==> src/rtl/pc_sequencer_if.sv <==
// Bus between the controller and pc_sequencer: program control, the branch LUT hookup and status.
// Optional PC_BR_STATS_EN adds the BrCnt taken-branch counter.
interface pc_sequencer_if #(
  parameter int D = 12,
  parameter int A = 5,
  parameter int C = 16
);
  // Handshake: there is no valid/ready pair. Start is a one-cycle pulse that is
  // taken only in IDLE or DONE. Stall, Halt, BrTaken and BrIdx describe the
  // current instruction and are sampled on every RUN cycle. LutTarget must
  // answer LutAddr combinationally in the same cycle.
  logic         Start;
  logic [D-1:0] StartPC;
  logic         Stall;
  logic         Halt;
  logic         BrTaken;
  logic [A-1:0] BrIdx;
  logic [A-1:0] LutAddr;
  logic [D-1:0] LutTarget;
  logic [D-1:0] PC;
  logic         Running;
  logic         Done;
  logic         Fault;
  logic [C-1:0] CycleCnt;
  logic [1:0]   state_dbg;
`ifdef PC_BR_STATS_EN
  logic [C-1:0] BrCnt;

  modport master (
    output Start, StartPC, Stall, Halt, BrTaken, BrIdx, LutTarget,
    input  LutAddr, PC, Running, Done, Fault, CycleCnt, state_dbg, BrCnt
  );
  modport slave (
    input  Start, StartPC, Stall, Halt, BrTaken, BrIdx, LutTarget,
    output LutAddr, PC, Running, Done, Fault, CycleCnt, state_dbg, BrCnt
  );
`else
  modport master (
    output Start, StartPC, Stall, Halt, BrTaken, BrIdx, LutTarget,
    input  LutAddr, PC, Running, Done, Fault, CycleCnt, state_dbg
  );
  modport slave (
    input  Start, StartPC, Stall, Halt, BrTaken, BrIdx, LutTarget,
    output LutAddr, PC, Running, Done, Fault, CycleCnt, state_dbg
  );
`endif
endinterface

==> src/rtl/pc_sequencer.sv <==
// Program-counter sequencer: IDLE/RUN/DONE lifecycle, LUT-indexed branches, stall, halt and fault.
// Optional macro PC_BR_STATS_EN adds a saturating taken-branch counter (BrCnt).
module pc_sequencer #(
  parameter int D = 12,
  parameter int A = 5,
  parameter int C = 16
) (
  input  logic         Clk,
  input  logic         Reset_n,
  pc_sequencer_if.slave bus
);
  typedef enum logic [1:0] {
    S_IDLE = 2'd0,
    S_RUN  = 2'd1,
    S_DONE = 2'd2
  } state_t;

  state_t       state_q;
  logic [D-1:0] pc_q;
  logic         fault_q;
  logic [C-1:0] cyc_cnt_q;
  logic [C-1:0] cyc_cnt_d;

  assign cyc_cnt_d = (cyc_cnt_q == '1) ? cyc_cnt_q : cyc_cnt_q + C'(1);

`ifdef PC_BR_STATS_EN
  logic [C-1:0] br_cnt_q;
  logic [C-1:0] br_cnt_d;
  assign br_cnt_d  = (br_cnt_q == '1) ? br_cnt_q : br_cnt_q + C'(1);
  assign bus.BrCnt = br_cnt_q;
`endif

  always_ff @(posedge Clk or negedge Reset_n) begin
    if (!Reset_n) begin
      state_q   <= S_IDLE;
      pc_q      <= '0;
      fault_q   <= 1'b0;
      cyc_cnt_q <= '0;
`ifdef PC_BR_STATS_EN
      br_cnt_q  <= '0;
`endif
    end else begin
      case (state_q)
        S_IDLE, S_DONE: begin
          // DONE holds everything until a re-run is requested.
          if (bus.Start) begin
            state_q   <= S_RUN;
            pc_q      <= bus.StartPC;
            fault_q   <= 1'b0;
            cyc_cnt_q <= '0;
`ifdef PC_BR_STATS_EN
            br_cnt_q  <= '0;
`endif
          end
        end
        S_RUN: begin
          cyc_cnt_q <= cyc_cnt_d;
          if (bus.Halt) begin
            state_q <= S_DONE;
          end else if (bus.Stall) begin
            // Branch presented with a stall is dropped; the controller repeats it.
            state_q <= S_RUN;
          end else if (bus.BrTaken && (bus.BrIdx != '0)) begin
            pc_q <= bus.LutTarget;
`ifdef PC_BR_STATS_EN
            br_cnt_q <= br_cnt_d;
`endif
          end else if (bus.BrTaken) begin
            // LUT index 0 is reserved, so a branch through it is illegal.
            fault_q <= 1'b1;
            state_q <= S_DONE;
          end else if (pc_q == '1) begin
            fault_q <= 1'b1;
            state_q <= S_DONE;
          end else begin
            pc_q <= pc_q + D'(1);
          end
        end
        default: state_q <= S_IDLE;
      endcase
    end
  end

  assign bus.LutAddr   = (state_q == S_RUN) ? bus.BrIdx : '0;
  assign bus.PC        = pc_q;
  assign bus.Running   = (state_q == S_RUN);
  assign bus.Done      = (state_q == S_DONE);
  assign bus.Fault     = fault_q;
  assign bus.CycleCnt  = cyc_cnt_q;
  assign bus.state_dbg = state_q;
endmodule

==> src/flat_wrapper.sv <==
// flat-port wrapper written by rule: the top's interface ports become plain ports
module pc_sequencer_flat 
#(
  parameter int D = 12,
  parameter int A = 5,
  parameter int C = 16
)
  (Clk, Reset_n, bus_Start, bus_StartPC, bus_Stall, bus_Halt, bus_BrTaken, bus_BrIdx, bus_LutTarget, bus_LutAddr, bus_PC, bus_Running, bus_Done, bus_Fault, bus_CycleCnt, bus_state_dbg);
  pc_sequencer_if #(.D(D), .A(A), .C(C)) bus_i ();
  input  logic Clk;
  input  logic Reset_n;
  input wire logic [$bits(bus_i.Start)-1:0] bus_Start;
  input wire logic [$bits(bus_i.StartPC)-1:0] bus_StartPC;
  input wire logic [$bits(bus_i.Stall)-1:0] bus_Stall;
  input wire logic [$bits(bus_i.Halt)-1:0] bus_Halt;
  input wire logic [$bits(bus_i.BrTaken)-1:0] bus_BrTaken;
  input wire logic [$bits(bus_i.BrIdx)-1:0] bus_BrIdx;
  input wire logic [$bits(bus_i.LutTarget)-1:0] bus_LutTarget;
  output wire logic [$bits(bus_i.LutAddr)-1:0] bus_LutAddr;
  output wire logic [$bits(bus_i.PC)-1:0] bus_PC;
  output wire logic [$bits(bus_i.Running)-1:0] bus_Running;
  output wire logic [$bits(bus_i.Done)-1:0] bus_Done;
  output wire logic [$bits(bus_i.Fault)-1:0] bus_Fault;
  output wire logic [$bits(bus_i.CycleCnt)-1:0] bus_CycleCnt;
  output wire logic [$bits(bus_i.state_dbg)-1:0] bus_state_dbg;
  assign bus_i.Start = bus_Start;
  assign bus_i.StartPC = bus_StartPC;
  assign bus_i.Stall = bus_Stall;
  assign bus_i.Halt = bus_Halt;
  assign bus_i.BrTaken = bus_BrTaken;
  assign bus_i.BrIdx = bus_BrIdx;
  assign bus_i.LutTarget = bus_LutTarget;
  assign bus_LutAddr = bus_i.LutAddr;
  assign bus_PC = bus_i.PC;
  assign bus_Running = bus_i.Running;
  assign bus_Done = bus_i.Done;
  assign bus_Fault = bus_i.Fault;
  assign bus_CycleCnt = bus_i.CycleCnt;
  assign bus_state_dbg = bus_i.state_dbg;
  pc_sequencer #(.D(D), .A(A), .C(C)) u_core (.Clk(Clk), .Reset_n(Reset_n), .bus(bus_i));
endmodule
==> config.mk <==
export PLATFORM = sky130hd
export DESIGN_NAME = pc_sequencer_flat
export DESIGN_NICKNAME = d
export VERILOG_FILES = /design/src/rtl/pc_sequencer_if.sv /design/src/rtl/pc_sequencer.sv /design/src/flat_wrapper.sv
export SDC_FILE = /design/constraint.sdc
export NUM_CORES = 1
export LEC_CHECK = 0
export BUFFER_PORTS_ARGS = -buffer_cell sky130_fd_sc_hd__buf_2
export CORE_MARGIN = 2
export CORE_UTILIZATION = 40
export DETAILED_ROUTE_END_ITERATION = 7
export PLACE_DENSITY_LB_ADDON = 0.3
export SETUP_SLACK_MARGIN = 0.3
export SYNTH_ARGS = -nofsm -noshare
export SYNTH_HDL_FRONTEND = slang
export SYNTH_SLANG_ARGS = --single-unit
==> constraint.sdc <==
create_clock -name Clk -period 1.69 [get_ports Clk]
set_input_delay 0.2535 -clock Clk [delete_from_list [all_inputs] [get_ports Clk]]
set_output_delay 0.2535 -clock Clk [all_outputs]
set_load 0.02 [all_outputs]
* After elaboration in Yosys (flattened, before gate mapping) *
Index checks and enable logic that the tools add are counted.
Widths: inputs -> output; s select.

cells by class
  add/subtract/negate cells = 2
  reductions and logical operators = 9
  mux-type cells = 25
  equal/unequal tests = 14

operator list
  kind                   count
  $mux 12                6
  $mux 16                2
  $pmux 16 s2            1
  $pmux 12 s2            1
  $add 16x1->16 const B  1
  $eq 16x16->1 const B   1
  $add 12x1->12 const B  1
  $eq 12x12->1 const B   1
  $mux 2                 6
  $reduce_and 6->1       2
  $ne 2x2->1 const B     5
  $ne 3x2->1 const B     3
  $mux 1                 6
  $reduce_and 3->1       2
  $mux 5                 1
  $ne 5x4->1 const B     1
  $reduce_bool 5->1      1
  $ne 4x4->1 const B     1
  $pmux 2 s2             1
  $eq 2x1->1 const B     1
  $eq 2x2->1 const B     1
  $logic_not 2->1        1
  $pmux 1 s2             1
  $reduce_bool 2->1      1
  other kinds (2)        2

word-level totals
  output and inout port bits = 38
  logic and storage cells = 54
  register bits after elaboration = 31

* Longest topological paths before layout *
  word-level depth = 7
  mapped depth = 8

* Worst setup path after synthesis *
Ideal clock, no wire load.

  path type = reg-to-output
  from = reg u_core.state_q[1] (netlist: u_core.bus.state_dbg[1])
  to = out bus_LutAddr[0]
  arrival = 1,636 ps
  required time = 1,436 ps
  cell stages (with the launch flop) = 8
  path buffers = 4
  path slack = -200 ps
  cells stage by stage = dfrtp_1 > nand2b_1 > buf_2 > inv_2 > buf_6 > buf_2 > buf_2 > and2_1

between the ends
  cells in the longest elaborated chain, start to end = 2

ends and longest elaborated chain
  item                      RTL line            text
  start: declaration        pc_sequencer.sv:18  state_t state_q;
  start signal: assignment  pc_sequencer.sv:35  state_q <= S_IDLE;
  start signal: assignment  pc_sequencer.sv:47  state_q <= S_RUN;
  start signal: assignment  pc_sequencer.sv:59  state_q <= S_DONE;
  $eq 2x1->1                --
  named net bus_Running     flat_wrapper.sv:21  output wire logic [$bits(bus_i.Running)-1:0] bus_Running;
  $mux 5                    pc_sequencer.sv:84  assign bus.LutAddr = (state_q == S_RUN) ? bus.BrIdx : '0;
  end: declaration          flat_wrapper.sv:19  output wire logic [$bits(bus_i.LutAddr)-1:0] bus_LutAddr;

The timed path passes the listed nets, and every way through them passes these cells.

* Worst setup path after layout *
  from = reg u_core.state_q[1] (netlist: u_core.bus.state_dbg[1])
  to = reg u_core.pc_q[3] (netlist: u_core.bus.PC[3])

between the ends
  cells in the longest elaborated chain, start to end = 4
  elaborated cells on any way between the ends = 12
  classes of those cells = eq/ne: 7; mux: 1; reduce/logical: 4

ends and longest elaborated chain
  item                                                                     RTL line            text
  $eq 2x2->1 / $logic_not 2->1 (equally long branches)                     pc_sequencer.sv:43  case (state_q)
  $reduce_or 2->1                                                          pc_sequencer.sv:43
  $ne 2x2->1 (no source line) / $reduce_bool 2->1 (equally long branches)  --
  $reduce_and 6->1 (no source line)                                        --
  end signal: assignment                                                   pc_sequencer.sv:48  pc_q <= bus.StartPC;
  end signal: assignment                                                   pc_sequencer.sv:64  pc_q <= bus.LutTarget;
  end signal: assignment                                                   pc_sequencer.sv:76  pc_q <= pc_q + D'(1);
  end: declaration                                                         pc_sequencer.sv:19  logic [D-1:0] pc_q;

Parallel ways exist; a longest one is shown, timed or not.
A chain may end at the register's enable or synchronous reset.

==> results_dict.tcl <==
set metrics [dict create \
    status "complete, but fails checks" \
    violations "setup timing" \
    wl_met3_um 386 \
    die_h_um 75.5 \
    setup_ws_ps -39.3 \
    drt-met1-wl_um 3060 \
    power_density_nw_per_um2 1080 \
    wl_per_cell_um 17.9 \
    arrival_ps 1910 \
    overflow 0 \
    htree_levels 2 \
    grt_pass1_vias 2382 \
    worstSetupEndpointType "flop" \
    ioPinCount 73 \
    avgSynthCellArea_um2 9.06 \
    core-area_um2 5010 \
    row_count 26 \
    rsz0062_at_grt "true" \
    die_w_um 75.5 \
    cap_violations 0 \
    grt_antenna_before_repair 0 \
    clk_latency_ps 290 \
    drtIter0Drc 186 \
    port_buffers 72 \
    gp_congestion 0.862 \
    start_util_pct 40.9 \
    cp-start-kind "flop" \
    routed.top_layer "met4" \
    cp.required_ps 1870 \
    layout-drive-gt1-share_pct 63.8 \
    cts_buffers 5 \
    synth_top_area_cell "dfrtp_1" \
    ant_nets 0 \
    hold_violations 0 \
    crit_type "flop to flop" \
    wirelength_um 7830 \
    r2r_start "u_core.bus.state_dbg[1]$_DFFE_PN0P_" \
    cp-startpoint "u_core.bus.state_dbg[1]$_DFFE_PN0P_" \
    setup_viol 5 \
    tritoncts "yes" \
    ir_worst_vdd_uv 805 \
    skew_ps 9.77 \
    finalCriticalPeriod_ps 1730 \
    tightest_slew_ps 759 \
    yosysTopAreaCellShare_pct 37.9 \
    nets 403 \
    post_drt_via_cell_ratio 5.69 \
    dr.pass1.iters 4 \
    min_period_over_period_pct 102 \
    ys.warnings.count 0 \
    fill_cells 376 \
    fp.dieArea_um2 5710 \
    syn-num-nets 263 \
    total_leakage_power_nw 1.66 \
    slew_headroom_pct 49.4 \
    cp_max_fo 8 \
    ff2ff_path_depth 6 \
    syn_inst 226 \
    max_clock_freq_ghz 0.578 \
    route.met2.wl_um 4190 \
    utilization_pct 72.0 \
    synth.cell_area_um2 2050 \
    via_count 2487 \
    grt.total_usage_pct 25.3 \
    cts_buffer_depth 2 \
    ys_seq_area_share_pct 37.9 \
    n_antenna_cell 0 \
    hold_class "input port to async pin" \
    drc 0 \
    synth_cell_types 56 \
    path_clk_slew_ps 80 \
    async_flop_share_pct 100 \
    synth-edff-count 0 \
    clock-sinks 31 \
    area_delta_synth_final_pct 76.2 \
    dp_hpwl_um 4650 \
    ys_seq_elements 31 \
    synth_area_leaders "dfrtp_1 38%, o21ai_0 4.9%, a21oi_1 3.4%" \
    grt_max_degree 32 \
    grt_pass1_wl_um 11000 \
    dp_slack_ps 22.3 \
    ys.flop_type "dfrtp_1" \
    slew_viol_final 0 \
    root_buffer "clkbuf_8" \
]
through the flow:
step / area [um^2] / TNS [ps] / cells / hold slack [ps] / total power [W]
detailed placement: 2860 / 0 / 399 / 357 / 0.00268
global route: 3610 / -709 / 437 / 84.9 / 0.00407
finish: 3610 / -90.4 / 437 / 20.2 / 0.00390
CTS: 3340 / 0 / 427 / 41.7 / 0.00368
floorplan: 2170 / -42.9 / 226 / -42.1 / 0.00202
global placement: 2860 / 0 / 399 / 353 / 0.00266
what timing repair did:
item | 4_1_cts | 5_1_grt
setup endpoints to repair | 38 | 39
pin swaps | 14 | 23
hold buffers | 0 | 0
buffers inserted | 19 | 8
gates resized for setup | 50 | 40
cloned | 1 | 2
where the power goes:
group / internal (W) / switching, W
clock: 0.000477 / 0.000311
sequential: 0.000911 / 0.000191
combinational: 0.000949 / 0.00106
critical path: stages, from the launching register on:
cell      delay (ps)
dfrtp_2          410
nand2b_4         180
o31ai_4          320
o311ai_4         180
buf_12           180
a21o_1           150
a22o_1           200
synthesized netlist by cell type, types with 5 or more instances:
library cell and n:
a31oi_1 7, and3_1 7, a21oi_1 14, nand3_1 8
nand2_1 17, nor2_1 16, and2_1 9, nand4_1 5
o21ai_0 20, dfrtp_1 31, a211oi_1 6, nor3_1 5
o31ai_1 5
cells in the final DEF (no fill, tap or decap), types with 5 or more instances in the layout:
cell and instances:
buf_4 50, nor2_1 14, buf_6 19, a31oi_1 5, o21ai_1 11, and2_4 6, nand3_1 6, dfrtp_2 14
o21ai_2 5, dfrtp_1 17, clkbuf_8 6, nand2_1 14, buf_2 65, nand4_1 5, a21oi_2 10
layout make-up:
type                    instances  area [um^2]  area share (%)
clock buffers                   6         82.6            2.29
clock inverters                 2         35.0           0.971
inverters                       4         20.0           0.555
multi-input cells             181         1490            41.2
flip-flops and latches         31          793            22.0
well taps                      70         87.6            2.43
repair buffers                143         1100            30.6
path summary, 6_finish.rpt:
path                                                  endpoint  slack [ps]
max in group asynchronous   u_core.bus.CycleCnt[5]$_DFFE_PN0P_        1120
min in group Clk           u_core.bus.state_dbg[1]$_DFFE_PN0P_         180
min reg2reg                       u_core.bus.Fault$_DFFE_PN0P_         520
max                               u_core.bus.PC[3]$_DFFE_PN0P_         -40
max reg2reg                       u_core.bus.PC[3]$_DFFE_PN0P_         -40
min                        u_core.bus.state_dbg[0]$_DFFE_PN0P_          20
cells by family (layout without fill, tap and decap cells):
| kind of cell | count (synthesis) | after routing | share of synthesized area [%] |
|---|---|---|---|
| xor gates and xnor gates | 5 | 5 | 2.14 |
| AOI/OAI and AO/OA | 72 | 72 | 24.3 |
| DFF | 31 | 31 | 37.9 |
| adders and majority gates | 2 | 2 | 1.22 |
| buffers and inverters | 14 | 155 | 3.67 |
| and+or+nand+nor | 96 | 96 | 27.6 |
| muxes | 6 | 6 | 3.12 |
state kept, by name (all words and copies together) (netlist names):
name	cells
u_core.bus.Fault	1
u_core.bus.state_dbg	2
u_core.bus.PC	12
u_core.bus.CycleCnt	16
routing by layer:
metal / global-route usage, % / vias up
li1: - / 1141
met1: 29.8 / 1230
met2: 46.7 / 97
met3: 4.89 / 19
met4: 6.82 / 0
met5: 0 / -
Power figures use the tool's default switching activity.
